==> config.mk <==
export PLATFORM = sky130hd
export DESIGN_NAME = seg7_scan_driver
export DESIGN_NICKNAME = d
export VERILOG_FILES = /design/src/rtl/seg7_pkg.sv /design/src/rtl/seg7_decoder.sv /design/src/rtl/seg7_scan_driver.sv
export SDC_FILE = /design/constraint.sdc
export NUM_CORES = 1
export LEC_CHECK = 0
export ABC_AREA = 1
export CORE_MARGIN = 2
export CORE_UTILIZATION = 31
export DETAILED_ROUTE_END_ITERATION = 16
export SLEW_MARGIN = 20
export SYNTH_ARGS = -nofsm -noshare
export SYNTH_HDL_FRONTEND = slang
export SYNTH_HIERARCHICAL = 1
export SYNTH_SLANG_ARGS = --single-unit
export TNS_END_PERCENT = 100
==> constraint.sdc <==
create_clock -name clk -period 3 [get_ports clk]
set_input_delay 0.3 -clock clk [delete_from_list [all_inputs] [get_ports clk]]
set_output_delay 0.3 -clock clk [all_outputs]
set_load 0.03 [all_outputs]
==> src/rtl/seg7_pkg.sv <==
// seg7_pkg: shared definitions for the 7-segment scan driver.
//   scan_state_t : scan FSM states (SHOW a digit, GHOST all-off gap)
//   SEG_OFF      : active-low segment word with every segment dark
//   HEX_SEG      : nibble -> active-high gfedcba pattern, entry 0 in the low slice
package seg7_pkg;

  typedef enum logic {
    SHOW  = 1'b0,
    GHOST = 1'b1
  } scan_state_t;

  localparam logic [6:0] SEG_OFF = 7'h7F;

  localparam logic [15:0][6:0] HEX_SEG = {
    7'h71, 7'h79, 7'h5E, 7'h39, 7'h7C, 7'h77, 7'h6F, 7'h7F,
    7'h07, 7'h7D, 7'h6D, 7'h66, 7'h4F, 7'h5B, 7'h06, 7'h3F
  };

endpackage

==> src/rtl/seg7_decoder.sv <==
// seg7_decoder: combinational hex nibble to 7-segment pattern.
//   nibble  in  4  hex value 0..F
//   pattern out 7  active-high segments, a..g = [0]..[6]
module seg7_decoder
  import seg7_pkg::*;
(
  input  logic [3:0] nibble,
  output logic [6:0] pattern
);

  assign pattern = HEX_SEG[nibble];

endmodule

==> src/rtl/seg7_scan_driver.sv <==
// seg7_scan_driver: multiplexed common-anode 7-segment scanner.
//   clk, rst_n         clock, asynchronous active-low reset
//   en_scan            scan tick pulse; all display outputs move only on it
//   load               capture digits_in/dp_in/blink_in into the shadow buffer
//   digits_in          one hex nibble per digit, [3:0] = rightmost digit
//   dp_in, blink_in    per-digit decimal point and blink enable
//   lz_blank           level, blank leading zeros (digit 0 always shown)
//   an_n, seg_n, dp_n  active-low anode / segment / decimal point drive
//   frame_done         one-cycle pulse on the tick that restarts the scan at digit 0
// The shadow buffer is copied to the active buffer only at a frame wrap, so a
// frame never mixes old and new digits.
module seg7_scan_driver
  import seg7_pkg::*;
#(
  parameter int NUM_DIGITS  = 4,
  parameter int GHOST_TICKS = 1,
  parameter int BLINK_DIV   = 256
) (
  input  logic                      clk,
  input  logic                      rst_n,
  input  logic                      en_scan,
  input  logic                      load,
  input  logic [4*NUM_DIGITS-1:0]   digits_in,
  input  logic [NUM_DIGITS-1:0]     dp_in,
  input  logic [NUM_DIGITS-1:0]     blink_in,
  input  logic                      lz_blank,
  output logic [NUM_DIGITS-1:0]     an_n,
  output logic [6:0]                seg_n,
  output logic                      dp_n,
  output logic                      frame_done
);

  localparam int IDX_W   = (NUM_DIGITS > 1) ? $clog2(NUM_DIGITS) : 1;
  localparam int BLINK_W = (BLINK_DIV > 1) ? $clog2(BLINK_DIV) : 1;
  localparam logic [IDX_W-1:0]   IDX_LAST   = IDX_W'(NUM_DIGITS - 1);
  localparam logic [BLINK_W-1:0] BLINK_LAST = BLINK_W'(BLINK_DIV - 1);
  localparam logic [3:0]         GHOST_LAST = (GHOST_TICKS == 0) ? 4'd0 : 4'(GHOST_TICKS - 1);

  scan_state_t state_reg, state_next;
  logic [IDX_W-1:0]   idx_reg, idx_next;
  logic [3:0]         ghost_cnt_reg, ghost_cnt_next;
  logic               primed_reg, primed_next;
  logic [BLINK_W-1:0] blink_cnt_reg, blink_cnt_next;
  logic               blink_phase_reg, blink_phase_next;
  logic               wrap;

  logic [4*NUM_DIGITS-1:0] shadow_digits_reg, active_digits_reg, active_digits_next;
  logic [NUM_DIGITS-1:0]   shadow_dp_reg, active_dp_reg, active_dp_next;
  logic [NUM_DIGITS-1:0]   shadow_blink_reg, active_blink_reg, active_blink_next;
  logic                    pending_reg, pending_next;

  logic [NUM_DIGITS-1:0] an_n_reg, an_n_next;
  logic [6:0]            seg_n_reg, seg_n_next;
  logic                  dp_n_reg, dp_n_next;
  logic                  frame_done_reg, frame_done_next;

  logic [3:0]          cur_nib;
  logic                cur_dp, cur_blink, cur_lz, digit_blank;
  logic [6:0]          seg_pattern;
  logic [NUM_DIGITS:0] lz_run;
  logic [NUM_DIGITS-1:0] lz_mask;

  // Scan FSM. primed_reg distinguishes the post-reset GHOST, whose expiry
  // starts at digit 0 rather than advancing from idx 0.
  always_comb begin
    state_next     = state_reg;
    idx_next       = idx_reg;
    ghost_cnt_next = ghost_cnt_reg;
    primed_next    = primed_reg;
    wrap           = 1'b0;
    if (en_scan) begin
      if (state_reg == SHOW && GHOST_TICKS > 0) begin
        state_next     = GHOST;
        ghost_cnt_next = 4'd0;
      end else if (state_reg == GHOST && ghost_cnt_reg != GHOST_LAST) begin
        ghost_cnt_next = ghost_cnt_reg + 4'd1;
      end else begin
        state_next  = SHOW;
        primed_next = 1'b1;
        if (!primed_reg || idx_reg == IDX_LAST) begin
          idx_next = '0;
          wrap     = 1'b1;
        end else begin
          idx_next = idx_reg + 1'b1;
        end
      end
    end
  end

  // Active buffer update. A load coinciding with a wrap bypasses the shadow.
  always_comb begin
    active_digits_next = active_digits_reg;
    active_dp_next     = active_dp_reg;
    active_blink_next  = active_blink_reg;
    pending_next       = pending_reg;
    if (wrap && load) begin
      active_digits_next = digits_in;
      active_dp_next     = dp_in;
      active_blink_next  = blink_in;
      pending_next       = 1'b0;
    end else if (wrap && pending_reg) begin
      active_digits_next = shadow_digits_reg;
      active_dp_next     = shadow_dp_reg;
      active_blink_next  = shadow_blink_reg;
      pending_next       = 1'b0;
    end else if (load) begin
      pending_next = 1'b1;
    end
  end

  always_comb begin
    blink_cnt_next   = blink_cnt_reg;
    blink_phase_next = blink_phase_reg;
    if (en_scan) begin
      if (blink_cnt_reg == BLINK_LAST) begin
        blink_cnt_next   = '0;
        blink_phase_next = ~blink_phase_reg;
      end else begin
        blink_cnt_next = blink_cnt_reg + 1'b1;
      end
    end
  end

  // lz_run[k] is 1 when digit k and every digit above it are zero.
  assign lz_run[NUM_DIGITS] = 1'b1;
  generate
    for (genvar gi = 0; gi < NUM_DIGITS; gi++) begin : g_lz
      assign lz_run[gi] = lz_run[gi+1] & (active_digits_next[gi*4 +: 4] == 4'd0);
    end
  endgenerate
  assign lz_mask = {lz_run[NUM_DIGITS-1:1], 1'b0};

  always_comb begin
    cur_nib   = 4'd0;
    cur_dp    = 1'b0;
    cur_blink = 1'b0;
    cur_lz    = 1'b0;
    for (int i = 0; i < NUM_DIGITS; i++) begin
      if (idx_next == IDX_W'(i)) begin
        cur_nib   = active_digits_next[i*4 +: 4];
        cur_dp    = active_dp_next[i];
        cur_blink = active_blink_next[i];
        cur_lz    = lz_mask[i];
      end
    end
  end

  assign digit_blank = (lz_blank && cur_lz) || (blink_phase_reg && cur_blink);

  seg7_decoder u_decoder (
    .nibble  (cur_nib),
    .pattern (seg_pattern)
  );

  always_comb begin
    an_n_next       = an_n_reg;
    seg_n_next      = seg_n_reg;
    dp_n_next       = dp_n_reg;
    frame_done_next = 1'b0;
    if (en_scan) begin
      frame_done_next = wrap;
      if (state_next == SHOW && !digit_blank) begin
        an_n_next  = ~(NUM_DIGITS'(1) << idx_next);
        seg_n_next = ~seg_pattern;
        dp_n_next  = ~cur_dp;
      end else begin
        an_n_next  = '1;
        seg_n_next = SEG_OFF;
        dp_n_next  = 1'b1;
      end
    end
  end

  always_ff @(posedge clk or negedge rst_n) begin
    if (!rst_n) begin
      state_reg         <= GHOST;
      idx_reg           <= '0;
      ghost_cnt_reg     <= 4'd0;
      primed_reg        <= 1'b0;
      blink_cnt_reg     <= '0;
      blink_phase_reg   <= 1'b0;
      shadow_digits_reg <= '0;
      shadow_dp_reg     <= '0;
      shadow_blink_reg  <= '0;
      active_digits_reg <= '0;
      active_dp_reg     <= '0;
      active_blink_reg  <= '0;
      pending_reg       <= 1'b0;
      an_n_reg          <= '1;
      seg_n_reg         <= SEG_OFF;
      dp_n_reg          <= 1'b1;
      frame_done_reg    <= 1'b0;
    end else begin
      state_reg         <= state_next;
      idx_reg           <= idx_next;
      ghost_cnt_reg     <= ghost_cnt_next;
      primed_reg        <= primed_next;
      blink_cnt_reg     <= blink_cnt_next;
      blink_phase_reg   <= blink_phase_next;
      if (load) begin
        shadow_digits_reg <= digits_in;
        shadow_dp_reg     <= dp_in;
        shadow_blink_reg  <= blink_in;
      end
      active_digits_reg <= active_digits_next;
      active_dp_reg     <= active_dp_next;
      active_blink_reg  <= active_blink_next;
      pending_reg       <= pending_next;
      an_n_reg          <= an_n_next;
      seg_n_reg         <= seg_n_next;
      dp_n_reg          <= dp_n_next;
      frame_done_reg    <= frame_done_next;
    end
  end

  assign an_n       = an_n_reg;
  assign seg_n      = seg_n_reg;
  assign dp_n       = dp_n_reg;
  assign frame_done = frame_done_reg;

endmodule

==> run metrics, run 1 <==
cell taking the most area after synthesis=sky130_fd_sc_hd__dfrtp_1; Final setup viols=0; asr flop ratio synth=1.00; Critical Path AT=3020 ps; # rows=43; Met3 Wirelength=440 um; hold violation count in the final report=0; drt total wl=10.3 mm; Final GP Congestion=approximately 0.86; Starting DRT DRC Count=around 210; CTS clk-pin slew, worst paths=roughly 60 ps; finished layout cell area=0.00560 mm2; clock root buffer master=sky130_fd_sc_hd__clkbuf_16; level count of the clock H-tree=3; count of max-cap constraint violations=0; Placed Area=0.00516 mm2; register bit total from synthesis=79; relative max-transition margin=0.720; clock tree skew after final layout=7.52 ps; antenna violations before repair=0; number of flops mapped to enable cells by yosys=0; largest family of logic cells by synthesized area=simple AND/OR/NAND/NOR gates; share of the clock period used by the worst path=0.916; tightest hold margin=426 ps; final layout net count=680; post-synthesis instance area=0.00434 mm2; area fraction in and, or, nand and nor cells after synthesis=0.321; data required time at the worst endpoint=3280 ps; total gr overflow=0; P_sw=2.47 mW; post-placement setup slack=-118 ps; DRT met1 WL=4.65 mm; critical path capture point type=flip-flop; predominant post-synthesis flop cell=sky130_fd_sc_hd__dfrtp_1; outcome=complete, no violations; Tightest Pin Transition=roughly 420 ps; power density cells=roughly 1000 mW/mm2; share of total power in sequential cells=0.275; pin count of the biggest net entering global routing=80; Std-Cell Core Area=0.0138 mm2; Highest Signal Layer=met4; total DRC errors in the routed layout=0; post-synth top area share=0.381; starting density of the core=0.315; Clock Power Share=0.187; share of synthesized cell area in full adder, half adder and majority cells=0.0317; overall die area=0.0149 mm2; deepest clock path buffer count=2; source-to-sink clock delay at the later pin of the worst-skew pair=340 ps; Setup crit start kind=flip-flop; internal power=between 3 and 4 mW; average detailed-routed wire length per instance=12.5 um; xor/xnor share of the synthesized area=0.00808; Register-to-Register Setup Slack=approximately 250 ps; global-route wire length before repair=~17 mm; Peak Freq=0.364 GHz; Area Growth Syn to Fin=29.1%; sequential element share of the synthesized area=0.460; class of the tightest hold or removal check=in -> async; IO Pins=42; share of final-layout standard cells stronger than drive strength 1=0.211; count of distinct cell types in the synthesized netlist=36; number of global-route vias before repair=~3.6k; area fraction in compound gates after synthesis=0.0747; clk sink count=79; detail-routed via count per cell=4.43; Antenna diodes=0; antenna viol nets, final=0; dominant cells by area after synthesis=sky130_fd_sc_hd__dfrtp_1 (38%), sky130_fd_sc_hd__nand2_1 (16%), sky130_fd_sc_hd__dfstp_2 (7.9%); fin worst setup slack=253 ps; fraction of synthesized area in multiplexers=0; count of warnings emitted by yosys=6; switching share of power=0.423; number of iterations in the first detailed-routing pass=4; detailed-route via count=3658; classification of the worst setup path=reg -> reg; Total Power Consumption=approximately 6 mW; share of power burned in combinational logic=0.538; Final Max Slew Viols=0; clock tree from TritonCTS=done; net count after synthesis=600; total track usage=0.148; per-instance average area after synthesis=around 7.7 um2; largest vdd supply drop=0.395 mV; highest net fanout along the worst path=9; number of cells produced by synthesis=560; DP HPWL=between 7 and 8 mm; final core utilization=0.406; final period demand of the worst path=2750 ps; leakage power=2.83 nW; number of buffers inserted during clock tree synthesis=9; die outline height=122 um; count of input and output buffers=41; Die Span X=around 120 um; Met2 Routed Length=5.10 mm
-- path summary, 6_finish.rpt --
check                                      from                   end  cells past startpoint
setup / recovery               ghost_cnt_reg[0]              seg_n[5]                     25
hold / removal                            rst_n            frame_done                      2
setup reg to reg               ghost_cnt_reg[0]              seg_n[5]                     25
hold reg to reg            shadow_digits_reg[0]  shadow_digits_reg[0]                      2
max in group asynchronous                 rst_n              seg_n[5]                      3
min in group clk           shadow_digits_reg[0]  shadow_digits_reg[0]                      2
-- layout make-up --
class,instances,area [um2]
fillers,1426,8180
flip-flops and latches,79,1990
multi-input cells,374,1940
repair buffers,88,811
inverters,88,334
clock buffers,12,246
well taps,180,225
clock inverters,4,45.0
-- synth_stat cells, types with 2 or more instances --
master,instances
sky130_fd_sc_hd__a21oi_1,8
sky130_fd_sc_hd__a21oi_2,3
sky130_fd_sc_hd__a31oi_1,2
sky130_fd_sc_hd__buf_2,3
sky130_fd_sc_hd__buf_4,3
sky130_fd_sc_hd__buf_6,5
sky130_fd_sc_hd__clkbuf_1,8
sky130_fd_sc_hd__dfrtp_1,66
sky130_fd_sc_hd__dfstp_2,13
sky130_fd_sc_hd__ha_1,11
sky130_fd_sc_hd__inv_1,83
sky130_fd_sc_hd__inv_2,4
sky130_fd_sc_hd__nand2_1,181
sky130_fd_sc_hd__nand2_2,5
sky130_fd_sc_hd__nand2_4,2
sky130_fd_sc_hd__nand3_1,48
sky130_fd_sc_hd__nand3_2,12
sky130_fd_sc_hd__nand4_1,2
sky130_fd_sc_hd__nor2_1,28
sky130_fd_sc_hd__nor2_2,4
sky130_fd_sc_hd__nor2_4,2
sky130_fd_sc_hd__nor3_1,2
sky130_fd_sc_hd__nor3b_1,2
sky130_fd_sc_hd__o211ai_1,3
sky130_fd_sc_hd__o21ai_0,35
sky130_fd_sc_hd__or2_2,13
sky130_fd_sc_hd__xor2_1,3
-- through the flow --
stage,TNS [ps],cells
after global placement,-145,802
after detailed placement,-411,802
after global routing,-40.4,825
final,0,825
after CTS,0,818
after floorplan,0,560
-- cell families after synthesis --
family,after synthesis
adders and majority gates,11
and+or+nand+nor,303
xor gates and xnor gates,4
AOI/OAI and AO/OA,56
DFF,79
buffers and inverters,107
-- worst max-delay path: stages, from the launching register on --
cell                         delay, ps
sky130_fd_sc_hd__dfrtp_1           370
sky130_fd_sc_hd__inv_2              50
sky130_fd_sc_hd__ha_1              200
sky130_fd_sc_hd__nand2_2            90
sky130_fd_sc_hd__inv_2              50
sky130_fd_sc_hd__nand2_4           100
sky130_fd_sc_hd__nor2_8             60
sky130_fd_sc_hd__nand2_8            90
sky130_fd_sc_hd__clkinvlp_4        140
sky130_fd_sc_hd__buf_12            160
sky130_fd_sc_hd__nand2_1            60
sky130_fd_sc_hd__nand2_2            80
sky130_fd_sc_hd__nand2_1            90
sky130_fd_sc_hd__o2111ai_2         150
sky130_fd_sc_hd__buf_4             170
sky130_fd_sc_hd__ha_1              200
sky130_fd_sc_hd__inv_1              50
sky130_fd_sc_hd__nand2_1            70
sky130_fd_sc_hd__nand2_1            70
sky130_fd_sc_hd__nand2_1            40
sky130_fd_sc_hd__nand2_1            60
sky130_fd_sc_hd__nand2_1            50
sky130_fd_sc_hd__inv_1              70
sky130_fd_sc_hd__nand3_2            70
sky130_fd_sc_hd__nand2_1            80
sky130_fd_sc_hd__inv_1              40
-- power groups by stage --
stage | Sequential (mW) | Clock, mW | Combinational [mW]
3_3_place_gp | 1.61 | 0 | 2.94
6_report | 1.61 | 1.09 | 3.15
4_1_cts | 1.61 | 1.12 | 3.01
2_1_floorplan | 1.70 | 0 | 1.93
5_1_grt | 1.65 | 1.16 | 3.58
3_5_place_dp | 1.62 | 0 | 2.99
-- cells in the final DEF (no fill, tap or decap), drive strengths merged --
master         instances
bufinv                 1
a31oi                  2
a21oi                 12
dfstp                 13
nand2                188
inv                   87
nand3                 60
clkinv                 3
o22ai                  1
o211ai                 3
xnor2                  1
dlygate4sd3            1
buf                   47
nor3b                  2
a21boi                 1
nor2                  35
xor2                   3
ha                    11
dfrtp                 66
clkdlybuf4s50         40
nor3                   2
o21ai                 36
or2                   14
o2111ai                1
clkinvlp               1
clkbuf                12
nand4                  2
-- metal layers --
| metal | global-route usage | vias up |
|---|---|---|
| met5 | 0 | - |
| met4 | 0.0445 | 0 |
| met3 | 0.0358 | 11 |
| met2 | 0.249 | 54 |
| met1 | 0.188 | 1714 |
| li1 | - | 1879 |
-- timing repair --
action                                  in CTS  in global routing
endpoints found under the setup margin       1                  7
setup buffers                                0                  5
hold buffers                                 0                  1
gates resized for setup                      1                 27
pin swaps                                    0                  3
hold endpoints to repair                     0                 20
(Power assumes the default switching activity.)
==> run 2: changes to the inputs <==
CTS_CLUSTER_DIAMETER = 60   (was unset)
==> results of run 2 <==
Same layout as run 1: the final DEF is identical, and so are final timing and power.
